File: src/rtl/fetch_unit.sv
// ---------------------------------------------------------------------------
// fetch_unit
//
// Instruction-fetch stage that sits directly after the branch unit. It holds
// the architectural PC and drives the instruction-memory port with at most
// one request outstanding. Fetched words go to decode through a one-entry
// valid/ready buffer. A redirect from execute replaces the PC and flushes
// the buffer. If a request is still in flight when the redirect arrives,
// its response is squashed.
//
// Optional feature macro: FETCH_MISALIGN_TRAP_EN
//   defined   : a misaligned PC does not fetch. Instead it produces a single
//               fault entry (NOP word, out_fault=1). The unit then idles
//               until the next redirect.
//   undefined : redirect targets are forced word-aligned and out_fault is
//               tied to 0.
//
// Ports
//   clk, rst        clock, asynchronous active-high reset
//   redirect        taken change of flow (single-cycle pulse)
//   redirect_pc     redirect target, sampled while redirect=1
//   imem_req        memory request valid
//   imem_addr       memory request address
//   imem_ready      memory accepts request (imem_req && imem_ready)
//   imem_rvalid     response valid, one per accepted request
//   imem_rdata      response instruction word
//   out_valid       output buffer holds an instruction
//   out_ready       decode accepts the buffered instruction
//   out_instr       buffered instruction word
//   out_pc          address of out_instr
//   out_fault       misaligned-fetch fault marker
// ---------------------------------------------------------------------------
module fetch_unit #(
  parameter logic [31:0] RESET_PC = 32'h0000_0000
) (
  input  logic        clk,
  input  logic        rst,
  input  logic        redirect,
  input  logic [31:0] redirect_pc,
  output logic        imem_req,
  output logic [31:0] imem_addr,
  input  logic        imem_ready,
  input  logic        imem_rvalid,
  input  logic [31:0] imem_rdata,
  output logic        out_valid,
  input  logic        out_ready,
  output logic [31:0] out_instr,
  output logic [31:0] out_pc,
  output logic        out_fault
);

  localparam logic [1:0]  S_REQ   = 2'd0;
  localparam logic [1:0]  S_WAIT  = 2'd1;
  localparam logic [1:0]  S_FAULT = 2'd2;
  localparam logic [31:0] NOP     = 32'h0000_0013;

  logic [31:0] pc_q, pc_d;
  logic [1:0]  state_q, state_d;
  logic        kill_q, kill_d;
  logic        outValid_q, outValid_d;
  logic [31:0] outInstr_q, outInstr_d;
  logic [31:0] outPc_q, outPc_d;
  logic        bufFree;
  logic [31:0] redirectTarget;

  // A new entry may only be issued when the buffer is empty or is being
  // drained this cycle. This is what lets imem_rvalid go without back-pressure.
  assign bufFree = !outValid_q || out_ready;

`ifdef FETCH_MISALIGN_TRAP_EN
  logic outFault_q, outFault_d;
  logic misaligned;

  assign misaligned     = (pc_q[1:0] != 2'b00);
  assign redirectTarget = redirect_pc;
  assign out_fault      = outFault_q;
  assign imem_req       = !rst && (state_q == S_REQ) && bufFree && !redirect
                          && !misaligned;
`else
  assign redirectTarget = redirect_pc & 32'hFFFF_FFFC;
  assign out_fault      = 1'b0;
  assign imem_req       = !rst && (state_q == S_REQ) && bufFree && !redirect;
`endif

  assign imem_addr = pc_q;
  assign out_valid = outValid_q;
  assign out_instr = outInstr_q;
  assign out_pc    = outPc_q;

  // Next-state logic. The normal per-state behaviour is computed first.
  // A redirect then overrides it, because the redirect makes everything
  // fetched so far wrong-path.
  always_comb begin
    pc_d       = pc_q;
    state_d    = state_q;
    kill_d     = kill_q;
    outValid_d = outValid_q;
    outInstr_d = outInstr_q;
    outPc_d    = outPc_q;
`ifdef FETCH_MISALIGN_TRAP_EN
    outFault_d = outFault_q;
`endif

    if (outValid_q && out_ready) begin
      outValid_d = 1'b0;
    end

    case (state_q)
      S_REQ: begin
`ifdef FETCH_MISALIGN_TRAP_EN
        if (misaligned && bufFree && !redirect) begin
          outValid_d = 1'b1;
          outInstr_d = NOP;
          outPc_d    = pc_q;
          outFault_d = 1'b1;
          state_d    = S_FAULT;
        end else
`endif
        if (imem_req && imem_ready) begin
          state_d = S_WAIT;
        end
      end
      S_WAIT: begin
        if (imem_rvalid) begin
          state_d = S_REQ;
          if (kill_q) begin
            kill_d = 1'b0;
          end else begin
            outValid_d = 1'b1;
            outInstr_d = imem_rdata;
            outPc_d    = pc_q;
`ifdef FETCH_MISALIGN_TRAP_EN
            outFault_d = 1'b0;
`endif
            pc_d       = pc_q + 32'd4;
          end
        end
      end
      S_FAULT: begin
        state_d = S_FAULT;
      end
      default: begin
        state_d = S_REQ;
      end
    endcase

    // Only a response that is still in flight needs to be killed. If it
    // lands in the same cycle as the redirect, it is dropped right here.
    if (redirect) begin
      pc_d       = redirectTarget;
      outValid_d = 1'b0;
      if ((state_q == S_WAIT) && !imem_rvalid) begin
        kill_d  = 1'b1;
        state_d = S_WAIT;
      end else begin
        kill_d  = 1'b0;
        state_d = S_REQ;
      end
    end
  end

  // State registers with asynchronous reset. out_instr resets to a NOP so
  // that decode never sees an undefined word.
  always_ff @(posedge clk or posedge rst) begin
    if (rst) begin
      pc_q       <= RESET_PC;
      state_q    <= S_REQ;
      kill_q     <= 1'b0;
      outValid_q <= 1'b0;
      outInstr_q <= NOP;
      outPc_q    <= RESET_PC;
    end else begin
      pc_q       <= pc_d;
      state_q    <= state_d;
      kill_q     <= kill_d;
      outValid_q <= outValid_d;
      outInstr_q <= outInstr_d;
      outPc_q    <= outPc_d;
    end
  end

`ifdef FETCH_MISALIGN_TRAP_EN
  // The fault marker lives only in the trap build.
  always_ff @(posedge clk or posedge rst) begin
    if (rst) begin
      outFault_q <= 1'b0;
    end else begin
      outFault_q <= outFault_d;
    end
  end
`endif

endmodule

File: config.mk
export PLATFORM = sky130hd
export DESIGN_NAME = fetch_unit
export DESIGN_NICKNAME = d
export VERILOG_FILES = /design/src/rtl/fetch_unit.sv
export SDC_FILE = /design/constraint.sdc
export NUM_CORES = 1
export LEC_CHECK = 0
export ABC_CLOCK_PERIOD_IN_PS = 7700
export CORE_MARGIN = 3
export CORE_UTILIZATION = 56
export DETAILED_ROUTE_END_ITERATION = 8
export DONT_BUFFER_PORTS = 1
export PLACE_DENSITY_LB_ADDON = 0.1
export SYNTH_ARGS = -nofsm -noshare
export SYNTH_HDL_FRONTEND = slang
export SYNTH_SLANG_ARGS = --single-unit
File: constraint.sdc
create_clock -name clk -period 7.7 [get_ports clk]
set_input_delay 0.77 -clock clk [delete_from_list [all_inputs] [get_ports clk]]
set_output_delay 0.77 -clock clk [all_outputs]
set_load 0.05 [all_outputs]
==> flow_metrics.env <==
export IMPL_finish_net_count=551
export IMPL_clk_lat_worst_skew_ns=0.36
export IMPL_floorplan_rows=31
export IMPL_synth_compound_area_share_pct=8.17
export IMPL_postSynthCellCount=494
export IMPL_synth_simple_gate_area_share_pct=29.7
export IMPL_area_growth_pct=4.94
export IMPL_layout_common_cells="sky130_fd_sc_hd__nand2_1, sky130_fd_sc_hd__dfrtp_1, sky130_fd_sc_hd__nor2_1, sky130_fd_sc_hd__or4_1"
export IMPL_initial_utilization_pct=59.1
export IMPL_post_synth_mux_area_share_pct=0.457
export IMPL_cts_tree="built"
export IMPL_final_common_cell="sky130_fd_sc_hd__nand2_1"
export IMPL_via_count_of_the_first_global_routing_pass=3318
export IMPL_pre_cts_slack_ns=4.58
export IMPL_post_cts_setup_buffers=0
export IMPL_postSynth_asyncResetShare_pct=100
export IMPL_p_int_uw=866
export IMPL_finalWeightedCongestion=0.783
export IMPL_placeableCoreArea_um2=7410
export IMPL_cts_repair_resized=0
export IMPL_synth_edff_count=0
export IMPL_synth_cell_area_um2=4380
export IMPL_final_fill_count=651
export IMPL_routed_wire_length_per_instance_um=18.1
export IMPL_post_synth_cell_area_avg_um2=8.86
export IMPL_synthesized_area_fraction_occupied_by_xor_and_xnor_cells_pct=1.40
export IMPL_area_sequential_um2=2410
export IMPL_power_share_switching_pct=48.5
export IMPL_timing_worst_setup_path_type="reg -> out"
export IMPL_ys_warns=0
export IMPL_critPathLaunchType="register"
export IMPL_hp_class="in -> async"
export IMPL_worst_slew_pin_slew_ns=1.13
export IMPL_antenna_found_initial=0
export IMPL_via_count=3488
export IMPL_design_power_total_mw=1.68
export IMPL_yosysUniqueCellTypes=44
export IMPL_share_of_synthesized_area_occupied_by_flip_flops_and_latches_pct=55.0
export IMPL_whs_ns=0.280
export IMPL_wl_mm=10.6
export IMPL_antenna_left=0
export IMPL_power_share_of_the_sequential_group_pct=68.9
export IMPL_die_width_um=94.4
export IMPL_clock_root_buffer="sky130_fd_sc_hd__clkbuf_8"
export IMPL_synth_top_flop_cell="sky130_fd_sc_hd__dfrtp_1"
export IMPL_required_ns=6.93
export IMPL_ctsLongestPathBuffers=2
export IMPL_htree_num_levels=3
export IMPL_port_buffers=0
export IMPL_final_cell_count_no_fill=584
export IMPL_vias_per_cell=5.97
export IMPL_layout_drive_gt1_share_pct=6.39
export IMPL_totalNegativeSetupSlack_ns=0
export IMPL_dieHeight_um=94.4
export IMPL_grt_total_usage_pct=24.0
export IMPL_final_period_utilization_pct=39.6
export IMPL_outcome="complete, no violations"
export IMPL_clock_skew_final_ns=0.00933
export IMPL_power_density_nw_per_um2=366
export IMPL_global_route_wire_length_before_repair_mm=16.7
export IMPL_synth_seq_cells=96
export IMPL_design_die_area_um2=8920
export IMPL_max_cap_violations=0
export IMPL_grt_setup_unrepaired="no"
export IMPL_cts_made_buffers=9
export IMPL_endpoint_kind="output pin"
export IMPL_place_inst=568
export IMPL_switching_pwr_uw=815
export IMPL_place_hpwl_mm=7.28
export IMPL_route_detailed_drc=0
export IMPL_period_minus_slack_ns=3.05
export IMPL_firstDrtPassIters=5
export IMPL_synth_top_family_by_area="simple AND/OR/NAND/NOR gates"
export IMPL_setup_ws_final_ns=4.65
export IMPL_final_max_slew_violation_count=0
export IMPL_timing_final_hold_violations=0
export IMPL_clock_sinks=96
export IMPL_cts_reportedPaths_clkPinSlew_ns=0.09
export IMPL_synth_adder_area_share_pct=0.286
export IMPL_multi_input_comb_area_um2=1790
export IMPL_slew_headroom_pct=23.9
export IMPL_pin_count_of_the_biggest_net_entering_global_routing=66
export IMPL_overflow_left_after_global_routing=0
export IMPL_crit_fanout=2
export IMPL_num_io_pins=169
export IMPL_drt_iter0_drc=221
export IMPL_leakagePower_nw=2.15
export IMPL_worst_supply_voltage_drop_on_vdd_v=0.000175
export IMPL_postCtsHoldBufs=0
export IMPL_clock_fmax_mhz=328
export IMPL_finalSetupViolCount=0
export IMPL_power_frac_comb_pct=9.8
export IMPL_antenna_cells=0
export IMPL_data_arrival_critical_path_ns=2.28
export IMPL_p_clk_share_pct=21.3
==> power groups by stage <==
stage	logic, mW	registers [mW]	clock network (mW)
final	0.165	1.16	0.358
after global routing	0.196	1.18	0.389
after CTS	0.169	1.16	0.365
after detailed placement	0.168	1.17	0
after global placement	0.157	1.17	0
after floorplan	0.144	1.13	0
==> worst paths after layout <==
kind	from	to	slack, ns	cells after the start
worst max-delay path	out_valid$_DFF_PP0_	imem_req	4.65	3
worst min register to register	state_q[1]$_DFFE_PP0P_	state_q[0]$_DFFE_PP0P_	0.54	1
worst min-delay path	rst	state_q[0]$_DFFE_PP0P_	0.28	1
min in group clk	redirect	state_q[1]$_DFFE_PP0P_	0.47	1
worst max register to register	state_q[1]$_DFFE_PP0P_	imem_addr[13]$_DFFE_PP0P_	4.86	5
max in group asynchronous	rst	imem_addr[15]$_DFFE_PP0P_	6.30	2
==> routing by layer <==
metal	share of wire, %	global-route usage (%)	routed length [um]	vias up
met5	0	0	0	-
met4	1.9	8.06	199	0
met3	9.9	8.69	1050	22
met2	48	37.4	5030	152
met1	41	31.2	4290	1683
li1	-	-	-	1631
==> worst max-delay path: stages (launching register included) <==
cell and delay (ns):
sky130_fd_sc_hd__dfrtp_1 0.57, sky130_fd_sc_hd__nor2b_1 0.23, sky130_fd_sc_hd__or4_1 0.42, sky130_fd_sc_hd__nor2_1 0.70
==> Yosys cell counts, drive strengths merged (4+ instances only) <==
cell type	count	share of area, %
a31oi	15	2.1
nand4	15	2.3
o21ai	15	1.7
inv	10	0.86
or4	19	3.4
o31ai	10	1.7
nor2	19	1.6
nand3	14	1.6
clkbuf	19	2.1
o211ai	8	1.4
xnor2	4	0.80
nand2	201	17
buf	13	1.9
dfrtp	93	53
==> metrics by stage <==
stage	util, %	instance area [um^2]
2_1_floorplan	-	4390
3_3_place_gp	59.1	4380
3_5_place_dp	59.1	4380
4_1_cts	62.0	4590
5_1_grt	62.0	4590
6_report	62.0	4590
==> cell type report <==
class                   instances  share of cell area (%)
clock inverters                 5                    1.77
well taps                      99                    2.70
multi-input cells             359                    38.9
inverters                      11                   0.953
clock buffers                  11                    2.86
flip-flops and latches         96                    52.4
repair buffers                  3                   0.490
==> state kept, by name, indices dropped and copies added, names as in the netlist <==
name and cells:
imem_addr 30, kill_q 1, out_instr 32, out_pc 30, out_valid 1, state_q 2
==> logic make-up after synthesis <==
group           count (synthesis)
other cells                     1
xor+xnor                        7
buf+inv                        43
compound gates                 55
mux                             2
fa+ha+maj                       1
flops                          96
simple gates                  289
Note: power is estimated with default switching activity, not from simulation.
